## config.mk

```make
export PLATFORM = sky130hd
export DESIGN_NAME = shifter_seq32_flat
export DESIGN_NICKNAME = d
export VERILOG_FILES = /design/src/rtl/shifter_seq32_pkg.sv /design/src/rtl/shifter_seq32_if.sv /design/src/rtl/shift_step32.sv /design/src/rtl/shifter_seq32.sv /design/src/flat_wrapper.sv
export SDC_FILE = /design/constraint.sdc
export NUM_CORES = 1
export LEC_CHECK = 0
export CELL_PAD_IN_SITES_DETAIL_PLACEMENT = 1
export CELL_PAD_IN_SITES_GLOBAL_PLACEMENT = 1
export CORE_MARGIN = 3
export CORE_UTILIZATION = 29
export CTS_BUF_LIST = sky130_fd_sc_hd__clkbuf_16
export CTS_CLUSTER_DIAMETER = 40
export DETAILED_ROUTE_END_ITERATION = 10
export GPL_TIMING_DRIVEN = 0
export PLACE_DENSITY_LB_ADDON = 0.1
export SYNTH_ARGS = -nofsm -noshare
export SYNTH_HDL_FRONTEND = slang
export SYNTH_SLANG_ARGS = --single-unit
export TNS_END_PERCENT = 50
```

## constraint.sdc

```tcl
create_clock -name clk -period 1.25 [get_ports clk]
set_clock_uncertainty 0.05 [all_clocks]
set_input_delay 0.3125 -clock clk [delete_from_list [all_inputs] [get_ports clk]]
set_output_delay 0.3125 -clock clk [all_outputs]
set_load 0.005 [all_outputs]
```

## src/rtl/shifter_seq32_pkg.sv

```systemverilog
// Shared definitions for the multi-cycle shifter: operation codes and FSM states.
package shifter_seq32_pkg;

  localparam logic [1:0] ALU_SRA = 2'b00;
  localparam logic [1:0] ALU_SLA = 2'b01;
  localparam logic [1:0] ALU_SRL = 2'b10;
  localparam logic [1:0] ALU_SLL = 2'b11;

  typedef enum logic [1:0] {
    ST_IDLE  = 2'd0,
    ST_SHIFT = 2'd1,
    ST_DONE  = 2'd2
  } state_e;

endpackage

```

## src/rtl/shifter_seq32_if.sv

```systemverilog
// Request/result bundle of the multi-cycle shifter.
interface shifter_seq32_if #(
  parameter int unsigned WIDTH = 32,
  parameter int unsigned SHW   = 5
);

  logic             start;
  logic [WIDTH-1:0] a;
  logic [SHW-1:0]   b;
  logic [1:0]       aluc;
  logic [WIDTH-1:0] c;
  logic             busy;
  logic             done;

  modport master (
    output start, a, b, aluc,
    input  c, busy, done
  );

  modport slave (
    input  start, a, b, aluc,
    output c, busy, done
  );

endinterface

```

## src/rtl/shift_step32.sv

```systemverilog
// Single-position shift of the accumulator, direction and fill chosen by op.
module shift_step32
  import shifter_seq32_pkg::*;
#(
  parameter int unsigned Width = 32
) (
  input  logic [Width-1:0] acc_i,
  input  logic [1:0]       op_i,
  output logic [Width-1:0] acc_o
);

  // SLA and SLL are the same left shift; right shifts differ only in fill bit.
  always_comb begin
    acc_o = {acc_i[Width-2:0], 1'b0};
    case (op_i)
      ALU_SRA: acc_o = {acc_i[Width-1], acc_i[Width-1:1]};
      ALU_SRL: acc_o = {1'b0, acc_i[Width-1:1]};
      default: acc_o = {acc_i[Width-2:0], 1'b0};
    endcase
  end

endmodule

```

## src/rtl/shifter_seq32.sv

```systemverilog
// Multi-cycle shifter: captures operands on start, shifts one bit per clock,
// pulses done when the result register holds the final value.
module shifter_seq32 #(
  parameter int unsigned WIDTH = 32,
  parameter int unsigned SHW   = 5
) (
  input  logic           clk,
  input  logic           reset,
  shifter_seq32_if.slave bus
);

  import shifter_seq32_pkg::*;

  state_e           state_q, state_d;
  logic [WIDTH-1:0] acc_q, acc_d, acc_step;
  logic [SHW-1:0]   cnt_q, cnt_d;
  logic [1:0]       op_q, op_d;
  logic             busy_q, busy_d;
  logic             done_q, done_d;

  shift_step32 #(
    .Width (WIDTH)
  ) u_step (
    .acc_i (acc_q),
    .op_i  (op_q),
    .acc_o (acc_step)
  );

  // Next-state logic; busy/done are computed here so they leave as flops.
  always_comb begin
    state_d = state_q;
    acc_d   = acc_q;
    cnt_d   = cnt_q;
    op_d    = op_q;
    busy_d  = 1'b0;
    done_d  = 1'b0;
    case (state_q)
      ST_IDLE, ST_DONE: begin
        if (bus.start) begin
          acc_d = bus.a;
          op_d  = bus.aluc;
          cnt_d = bus.b;
          // A zero shift is complete as soon as the operand is captured.
          if (bus.b == '0) begin
            state_d = ST_DONE;
            done_d  = 1'b1;
          end else begin
            state_d = ST_SHIFT;
            busy_d  = 1'b1;
          end
        end else begin
          state_d = ST_IDLE;
        end
      end
      ST_SHIFT: begin
        acc_d = acc_step;
        cnt_d = cnt_q - SHW'(1);
        if (cnt_q == SHW'(1)) begin
          state_d = ST_DONE;
          done_d  = 1'b1;
        end else begin
          busy_d  = 1'b1;
        end
      end
      default: state_d = ST_IDLE;
    endcase
  end

  // State and result registers with synchronous reset.
  always_ff @(posedge clk) begin
    if (reset) begin
      state_q <= ST_IDLE;
      acc_q   <= '0;
      cnt_q   <= '0;
      op_q    <= ALU_SRA;
      busy_q  <= 1'b0;
      done_q  <= 1'b0;
    end else begin
      state_q <= state_d;
      acc_q   <= acc_d;
      cnt_q   <= cnt_d;
      op_q    <= op_d;
      busy_q  <= busy_d;
      done_q  <= done_d;
    end
  end

  assign bus.c    = acc_q;
  assign bus.busy = busy_q;
  assign bus.done = done_q;

endmodule

```

## src/flat_wrapper.sv

```systemverilog
// flat-port wrapper written by rule: the top's interface ports become plain ports
module shifter_seq32_flat import shifter_seq32_pkg::*;
#(
  parameter int unsigned WIDTH = 32,
  parameter int unsigned SHW   = 5
)
  (clk, reset, bus_start, bus_a, bus_b, bus_aluc, bus_c, bus_busy, bus_done);
  shifter_seq32_if #(.WIDTH(WIDTH), .SHW(SHW)) bus_i ();
  input  logic clk;
  input  logic reset;
  input wire logic [$bits(bus_i.start)-1:0] bus_start;
  input wire logic [$bits(bus_i.a)-1:0] bus_a;
  input wire logic [$bits(bus_i.b)-1:0] bus_b;
  input wire logic [$bits(bus_i.aluc)-1:0] bus_aluc;
  output wire logic [$bits(bus_i.c)-1:0] bus_c;
  output wire logic [$bits(bus_i.busy)-1:0] bus_busy;
  output wire logic [$bits(bus_i.done)-1:0] bus_done;
  assign bus_i.start = bus_start;
  assign bus_i.a = bus_a;
  assign bus_i.b = bus_b;
  assign bus_i.aluc = bus_aluc;
  assign bus_c = bus_i.c;
  assign bus_busy = bus_i.busy;
  assign bus_done = bus_i.done;
  shifter_seq32 #(.WIDTH(WIDTH), .SHW(SHW)) u_core (.clk(clk), .reset(reset), .bus(bus_i));
endmodule
```

==> out/metrics.csv, run 1 <==
metric,value,unit
CTS tree,built,
Core Area,7331,sq um
worst-path maximum fanout,5,
chip width,93.39,microns
Clk Tree Root Cell,clkbuf_16,
Min-Delay Path Class,in2reg,
Pwr Density,1131,nW/um^2
slew margin rel.,61.65,%
Port Buffers,74,
Vias,2499,
Synth Flop Type,dfxtp_1,
P&R area growth vs syn,78.14,%
synthesized area,2215,sq um
DRT Pass-1 Iters,4,
failing checks,negative setup slack,
Total Power,4.461,mW
DR DRC count,0,
"Reg clk slew, reported paths",0.06,ns
Peak Freq,768.4,MHz
initial antenna violation count,0,
Unique masters post-synth,29,
Post-synth top cells,"nand2_1 (64), dfxtp_1 (43), nor2b_1 (33), a211oi_1 (31), a311oi_1 (30)",
largest net degree at the start of global routing,13,
RSZ-0062 raised after global routing,yes,
post-layout min period,1.301,ns
fin cells,482,
layout cells sized above 1,38.90,%
Die Y,93.39,microns
outcome,finished with violations,
hold slack,0.2920,ns
Cells after Synth,276,
GRT Total Usage,17.61,%
H-tree depth,2,
Util after Layout,53.81,%
first-pass GRT wire length,12.20,mm
Final Routed Wirelength,8.273,mm
"area leader, netlist",dfxtp_1,
Leak,1.539,nW
Synth Register Bits,43,
Slew @ Worst Pin,0.5752,ns
Critical Path End Type,flip-flop,
GR Util met3,3.862,%
setup TNS,-0.1664,ns
most frequent cell after synthesis,nand2_1,
max_cap viols,0,
Yosys top cell area share,38.87,%
DRT iter0 DRCs,49,
endpoints failing hold,0,
setup slack after layout,-0.05133,ns
grt peak-use layer,met2,
Clock Latency Late Sink,0.29,ns
Max Buffers Root-to-Sink,2,
vias in the first global route,2415,
WL per Instance,17.16,microns
GRT Residual Overflow,0,
critical path cell sequence,nand2b_4 -> buf_12 -> buf_16 -> nand2_2 -> a311oi_1,
Max VDD drop,548.1,uV
post-synthesis sequential area ratio,38.87,%
post-DP HPWL,5.182,mm
Synth area leaders,"dfxtp_1 (39%), a311oi_1 (12%), nand2_1 (11%), a211oi_1 (11%), nor2b_1 (9.3%)",
fin. max-slew vios,0,
Max stage delay on crit path,0.38,ns
Ports,76,
Antenna Cells,0,
CP Launch Type,flip-flop,
Layout fillers,809,
Finish-stage setup viols,12,
"Warnings, synthesis",0,
Post-DRT Antenna Nets,0,
Final GP Congestion,0.7542,
GR Util met2,29.30,%
Worst EP arrival,1.43,ns
Post-synth ARST share,0,%
# rows,31,
Via density,5.185,
initial core utilization,30.21,%
syn_nets,320,
CP Class,reg2reg,
dpl cells,449,
Mean Syn Cell Area,8.024,sq um
Post-synth EDFFs,0,
die area,8721,sq um
M1 GR Usage,22.57,%
Worst Path Required,1.38,ns
Crit-path slowest cell,dfxtp_4,
total CTS buffers,5,
NumNets Final,426,
period utilization,104.1,%
# clock sinks,43,
## cells by family (layout without fill, tap and decap cells)
logic type                 Yosys count  count (layout)  synth area share, %
adders and majority gates            2               2                1.130
and+or+nand+nor                    122             122                25.76
buffers and inverters               30             137                6.779
AOI/OAI and AO/OA                   79              79                27.46
DFF                                 43              43                38.87
## where the power goes
group,internal [mW],leakage (nW),switching [mW]
clock network,0.720,0.0701,0.547
registers,1.55,0.371,0.155
logic,0.812,1.10,0.677
## cell type report
type	instances	area (sq um)	area share (%)
Buffer	26	260.3	6.597
Sequential cell	43	930.9	23.60
Clock buffer	5	125.1	3.172
Clock inverter	3	11.26	0.2854
Multi-Input combinational cell	203	1513	38.34
Timing Repair Buffer	101	973.4	24.67
Tap cell	99	123.9	3.140
Inverter	2	7.507	0.1903
## worst paths after layout
| kind | end | start | slack (ns) | cells past startpoint |
|---|---|---|---|---|
| worst max register to register | u_core.bus.c[13] | u_core.state_q[0] | -0.05 | 5 |
| worst max-delay path | u_core.bus.c[13] | u_core.state_q[0] | -0.05 | 5 |
| worst min register to register | u_core.op_q[1] | u_core.op_q[1] | 0.43 | 2 |
| worst min-delay path | u_core.cnt_q[0] | bus_b[0] | 0.29 | 3 |
## critical path: cells and delay by family (launching register included)
family,cells,cell delay (ns)
AOI/OAI and AO/OA,1,0.28
buffers and inverters,2,0.23
DFF,1,0.38
and+or+nand+nor,2,0.24
## repair_timing
item / 4_1_cts / 5_1_grt
cloned: 1 / 1
buffers inserted: 22 / 3
setup endpoints to repair: 77 / 56
gates resized for setup: 138 / 82
hold buffers: 0 / 0
pin swaps: 11 / 17
## metrics by stage
stage                     setup slack, ns  cell area [sq um]
after floorplan                  -0.04903               2215
final                            -0.05133               3945
after global placement            -0.7800               3079
after CTS                         -0.2412               3671
after detailed placement          -0.7709               3079
after global routing              -0.1391               3945
## sequential cells by signal (all words and copies together) (netlist names)
register,flops
u_core.bus.busy,1
u_core.bus.done,1
u_core.cnt_q,5
u_core.bus.c,32
u_core.state_q,2
u_core.op_q,2
## per-layer routing
layer	vias up	wire length [microns]	share of wire, %
met5	-	0	0
met4	0	153	1.8
met3	13	351	4.2
met2	61	4140	50
met1	1210	3628	44
li1	1215	-	-
## placed cells by master (no fill, tap or decap), drive strengths merged, types with 2 or more instances in the layout
master / netlist / layout
a211oi: 31 / 31
a21oi: 9 / 9
a221oi: 2 / 2
a311oi: 30 / 30
buf: 20 / 42
clkbuf: 8 / 20
clkdlybuf4s15: 0 / 16
clkdlybuf4s50: 0 / 35
clkinv: 0 / 2
dfxtp: 43 / 43
dlygate4sd2: 0 / 16
dlymetal6s2s: 0 / 3
ha: 2 / 2
inv: 2 / 3
nand2: 64 / 64
nand2b: 3 / 3
nor2: 14 / 14
nor2b: 33 / 33
nor3: 3 / 3
o21ai: 2 / 2
Power figures use the tool's default switching activity.
==> run 2: changes to the inputs <==
--- a/config.mk
+++ b/config.mk
@@ -5,6 +5,7 @@
 export SDC_FILE = /design/constraint.sdc
 export NUM_CORES = 1
 export LEC_CHECK = 0
+export CAP_MARGIN = 15
 export CELL_PAD_IN_SITES_DETAIL_PLACEMENT = 1
 export CELL_PAD_IN_SITES_GLOBAL_PLACEMENT = 1
 export CORE_MARGIN = 3
@@ -14,6 +15,7 @@
 export DETAILED_ROUTE_END_ITERATION = 10
 export GPL_TIMING_DRIVEN = 0
 export PLACE_DENSITY_LB_ADDON = 0.1
+export SETUP_SLACK_MARGIN = 0.4
 export SYNTH_ARGS = -nofsm -noshare
 export SYNTH_HDL_FRONTEND = slang
 export SYNTH_SLANG_ARGS = --single-unit
==> run 2 against run 1 <==
Against the previous run: the run still ends with negative setup slack left; power up 8.7%; via count up 4.9%; clock power about the same; critical path depth unchanged; die area unchanged; combinational power up 27%; sequential share of layout area down 2.6 points; clock-buffer cell count unchanged; cell area up 10%; core utilization up 5.5 points; largest cell class unchanged; highest routed layer unchanged.
==> out/metrics.csv, run 2 (synthesized netlist as in run 1, its figures left out) <==
metric,value,unit
GRT Residual Overflow,0,
Die Y,93.39,microns
outcome,finished with violations,
most frequent cells in the layout,"nand2_1 (45), buf_4 (36), clkdlybuf4s50_1 (35)",
Worst Hold Path Cells,3,
Ports,76,
Max Buffers Root-to-Sink,2,
H-tree depth,2,
initial antenna violation count,0,
period utilization,102.6,%
max_cap viols,0,
Max VDD drop,613.0,uV
Clock Latency Late Sink,0.28,ns
Finish-stage setup viols,22,
setup slack after layout,-0.03291,ns
"Reg clk slew, reported paths",0.06,ns
dpl ws,-0.6308,ns
Peak Freq,779.5,MHz
wl on met1,4.035,mm
Vias,2621,
fin cells,501,
initial core utilization,30.21,%
post-layout min period,1.283,ns
NumNets Final,445,
first-pass GRT wire length,13.39,mm
Pwr Density,1114,nW/um^2
Leak,1.735,nW
Worst Path Required,1.39,ns
GRT Total Usage,19.27,%
# rows,31,
"commonest non-fill, non-tap cell in the layout",nand2_1,
worst hold start,bus_b[0],
Antenna Cells,0,
fin. max-slew vios,0,
Final Routed Wirelength,9.426,mm
Core Area,7331,sq um
failing checks,negative setup slack,
total CTS buffers,5,
Via density,5.232,
layout cells sized above 1,58.96,%
CP Launch Type,flip-flop,
die area,8721,sq um
Final GP Congestion,0.8151,
Worst Reg-to-Reg Cells,5,
post-DP HPWL,5.189,mm
# clock sinks,43,
met3 WL,389,microns
P&R area growth vs syn,96.44,%
worst-path maximum fanout,6,
number of flip-flops in the largest register,32,
Min-Delay Path Class,in2reg,
CP Class,reg2reg,
Layout fillers,799,
DRT Pass-1 Iters,4,
DRT iter0 DRCs,76,
setup TNS,-0.2529,ns
Critical Path End Type,flip-flop,
register-to-register setup slack,-0.03,ns
Slew @ Worst Pin,0.6324,ns
slew margin rel.,57.84,%
Port Buffers,74,
dpl cells,449,
Total Power,4.849,mW
Clk Tree Root Cell,clkbuf_16,
CTS tree,built,
largest net degree at the start of global routing,13,
RSZ-0062 raised after global routing,yes,
Max Used Layer,met4,
WL per Instance,18.81,microns
Min-Delay Endpoint,u_core.cnt_q[0],
chip width,93.39,microns
vias in the first global route,2581,
DR DRC count,0,
Post-DRT Antenna Nets,0,
reg2reg end,u_core.bus.c[22],
routed length on met2,4.929,mm
r2r startpoint,u_core.state_q[1],
Worst EP arrival,1.43,ns
endpoints failing hold,0,
run 2: changes by cell type in the layout (fill, tap and decap cells not counted), sizes merged:
cell           delta
buf              +53
clkbuf            -1
clkdlybuf4s15    -14
dlygate4sd2      -16
dlymetal6s2s      -3
run 2: through the flow:
stage	hold WS [ns]	util [%]	instance area (sq um)
after floorplan	0.3867	-	2390
final	0.2084	59.34	4350
after detailed placement	0.4187	44.39	3254
after global placement	0.3996	44.39	3254
after global routing	0.2333	59.34	4350
after CTS	0.2114	50.98	3737
run 2: how the worst max path moves through the flow:
stage / startpoint / end / slack (ns)
finish: u_core.state_q[1] / u_core.bus.c[22] / -0.03
global route: u_core.state_q[0] / u_core.bus.c[1] / -0.10
CTS: u_core.state_q[1] / u_core.bus.c[22] / -0.02
detailed placement: bus_start / u_core.cnt_q[0] / -0.63
global placement: bus_start / u_core.cnt_q[1] / -0.61
floorplan: bus_b[0] / u_core.bus.busy / -0.03
run 2: cell type report:
cell class,instances,area (sq um),share of cell area [%]
repair buffers,118,1149,26.40
flip-flops and latches,43,914.6,21.02
multi-input cells,203,1695,38.97
plain buffers,28,324.1,7.449
clock buffers,5,125.1,2.876
well taps,99,123.9,2.847
clock inverters,3,11.26,0.2588
inverters,2,7.507,0.1726
run 2: power by group:
group	switching, mW	total, mW	internal, mW
logic	0.847	1.89	1.04
registers	0.139	1.69	1.55
clock network	0.552	1.27	0.721
run 2: layer usage:
layer,track usage [%],vias to the layer above
li1,-,1255
met1,25.89,1302
met2,31.33,58
met3,4.586,6
met4,4.151,0
met5,0,-
run 2: timing repair:
| item | in CTS | in global routing |
|---|---|---|
| buffers inserted | 34 | 2 |
| endpoints found under the setup margin | 77 | 77 |
| hold buffers | 0 | 0 |
| pin swaps | 14 | 32 |
| endpoints found under the hold margin | 0 | 0 |
| gates cloned | 1 | 7 |
| resized for setup | 234 | 93 |
run 2: worst max-delay path, cell delays in order, from the launching register on:
cell and delay [ns]:
dfxtp_2 0.33, nand2b_4 0.16, buf_12 0.14, buf_12 0.14, buf_12 0.13, a311oi_2 0.24
==> run 3: changes to the inputs <==
--- a/config.mk
+++ b/config.mk
@@ -5,7 +5,7 @@
 export SDC_FILE = /design/constraint.sdc
 export NUM_CORES = 1
 export LEC_CHECK = 0
-export CAP_MARGIN = 15
+export CAP_MARGIN = 10
 export CELL_PAD_IN_SITES_DETAIL_PLACEMENT = 1
 export CELL_PAD_IN_SITES_GLOBAL_PLACEMENT = 1
 export CORE_MARGIN = 3
@@ -16,6 +16,7 @@
 export GPL_TIMING_DRIVEN = 0
 export PLACE_DENSITY_LB_ADDON = 0.1
 export SETUP_SLACK_MARGIN = 0.4
+export SLEW_MARGIN = 15
 export SYNTH_ARGS = -nofsm -noshare
 export SYNTH_HDL_FRONTEND = slang
 export SYNTH_SLANG_ARGS = --single-unit
==> constraint.sdc (replaced) <==
create_clock -name clk -period 1.25 [get_ports clk]
set_clock_uncertainty 0.05 [all_clocks]
set_input_delay 0.3125 -clock clk [delete_from_list [all_inputs] [get_ports clk]]
set_output_delay 0.3125 -clock clk [all_outputs]
set_load 0.05 [all_outputs]
==> run 3 against run 2 <==
Against the previous run: the run still ends with negative setup slack left; largest power group unchanged; clock-buffer cell count unchanged; worst setup slack got worse by 0.018 ns; core utilization up 3.7 points; critical path type unchanged; non-clock buffer count down 1; global-route usage increased by 0.69 points; cell count decreased by 0.20%; largest cell class unchanged; first-iteration DRC count decreased by 26%.
==> out/metrics.csv, run 3 (synthesized netlist as in run 1, its figures left out) <==
metric,value,unit
# rows,31,
dpl cell area,3440,sq um
NumNets Final,444,
Util after Layout,63.03,%
initial core utilization,30.21,%
chip width,93.39,microns
worst hold start,bus_b[0],
Antenna Cells,0,
Worst EP arrival,1.46,ns
period utilization,104.0,%
Finish-stage setup viols,19,
register share of total power,31.7,%
DRT iter0 DRCs,56,
Final Routed Wirelength,9.424,mm
Clock Latency Late Sink,0.28,ns
Vias,2624,
failing checks,negative setup slack,
DRT Pass-1 Iters,4,
initial antenna violation count,0,
post-layout min period,1.301,ns
Post-DRT Antenna Nets,0,
Clock power frac,23.2,%
outcome,finished with violations,
cell area after layout,4621,sq um
fin. max-slew vios,0,
P&R area growth vs syn,108.6,%
WL per Instance,18.85,microns
"commonest non-fill, non-tap cell in the layout",nand2_1,
setup slack after layout,-0.05051,ns
sw frac,36.32,%
dpl cells,449,
Peak Freq,768.9,MHz
Min-Delay Path Class,in2reg,
Die Y,93.39,microns
Ports,76,
dpl ws,-0.5859,ns
combinational share of power,45.1,%
Pwr Density,1174,nW/um^2
"Reg clk slew, reported paths",0.06,ns
fin cells,500,
Port Buffers,74,
reg2reg end,u_core.cnt_q[3],
Core Area,7331,sq um
register-to-register setup slack,-0.05,ns
CP Launch Type,flip-flop,
Worst Reg-to-Reg Cells,6,
Min-Delay Endpoint,u_core.cnt_q[0],
GRT Residual Overflow,0,
worst-path maximum fanout,10,
switching power,1.971,mW
die area,8721,sq um
slew margin rel.,59.97,%
layout cells sized above 1,57.61,%
Worst Path Required,1.41,ns
first-pass GRT wire length,13.99,mm
Final GP Congestion,0.7556,
Leak,1.729,nW
number of flip-flops in the largest register,32,
Max VDD drop,537.9,uV
vias in the first global route,2777,
CP Class,reg2reg,
max_cap viols,0,
r2r startpoint,u_core.state_q[1],
hold slack,0.2048,ns
Critical Path Start,u_core.state_q[1],
Via density,5.248,
RSZ-0062 raised after global routing,yes,
cell internal pwr,3.456,mW
most frequent cells in the layout,"nand2_1 (57), buf_4 (39), buf_8 (39)",
largest net degree at the start of global routing,13,
Slew @ Worst Pin,0.6005,ns
Critical Path End Type,flip-flop,
CTS tree,built,
# clock sinks,43,
Max Buffers Root-to-Sink,2,
GRT Total Usage,19.96,%
post-DP HPWL,5.386,mm
Clk Tree Root Cell,clkbuf_16,
endpoints failing hold,0,
DR DRC count,0,
total CTS buffers,5,
H-tree depth,2,
cts hold-fix bufs,0,
Worst Hold Path Cells,3,
==> run 3: cell count changes in the layout (fill, tap and decap cells not counted), moves of 6 or more <==
cell,previous run,this run
buf_2,22,3
nand2_2,13,7
dfxtp_2,34,8
dfxtp_4,3,31
nand2_1,45,57
buf_8,10,39
nand2_4,6,0
buf_6,20,6
==> run 3: metrics by stage <==
step	TNS [ns]	power (mW)
floorplan	-0.06246	2.865
global placement	-27.12	3.415
detailed placement	-27.61	3.440
CTS	-0.3163	5.113
global route	-1.971	5.679
finish	-0.3115	5.427
==> run 3: critical path: stages, from the launching register on <==
cell and delay, ns:
dfxtp_2 0.33, nand2b_4 0.16, buf_12 0.14, buf_12 0.14, nor3_2 0.18, a21oi_1 0.07, a21oi_1 0.14
==> run 3: how the worst max path moves through the flow <==
stage,end,slack [ns],cells after the start
detailed placement,u_core.state_q[0],-0.59,5
global route,u_core.cnt_q[3],-0.11,6
global placement,u_core.state_q[0],-0.59,5
CTS,u_core.bus.c[22],-0.03,5
finish,u_core.cnt_q[3],-0.05,6
floorplan,u_core.bus.busy,-0.03,4
==> run 3: cell type report <==
cell class	instances	area [sq um]
Buffer	28	354.1
Clock buffer	5	125.1
Clock inverter	3	11.26
Fill cell	751	2710
Inverter	2	10.01
Multi-Input combinational cell	203	1687
Sequential cell	43	987.2
Tap cell	99	123.9
Timing Repair Buffer	117	1323
==> run 3: per-layer routing <==
metal  wire length [microns]  GRT usage, %  vias up  share of wire [%]
met5                       0             0        -                  0
met4                      84         3.541        0               0.89
met3                     277         3.057        9                2.9
met2                    5086         36.21       50                 54
met1                    3976         25.02     1317                 42
li1                        -             -     1248                  -
==> run 3: power groups by stage <==
stage	clock network, mW	registers [mW]	logic [mW]
final	1.26	1.72	2.45
after global routing	1.36	1.74	2.58
after CTS	1.28	1.70	2.13
after detailed placement	0	1.75	1.69
after global placement	0	1.75	1.66
after floorplan	0	2.15	0.719
==> run 3: repair_timing <==
item	CTS	global route
pin swaps	12	28
setup endpoints to repair	77	77
endpoints found under the hold margin	0	0
gates cloned	0	5
buffers inserted	34	4
gates resized for setup	342	68
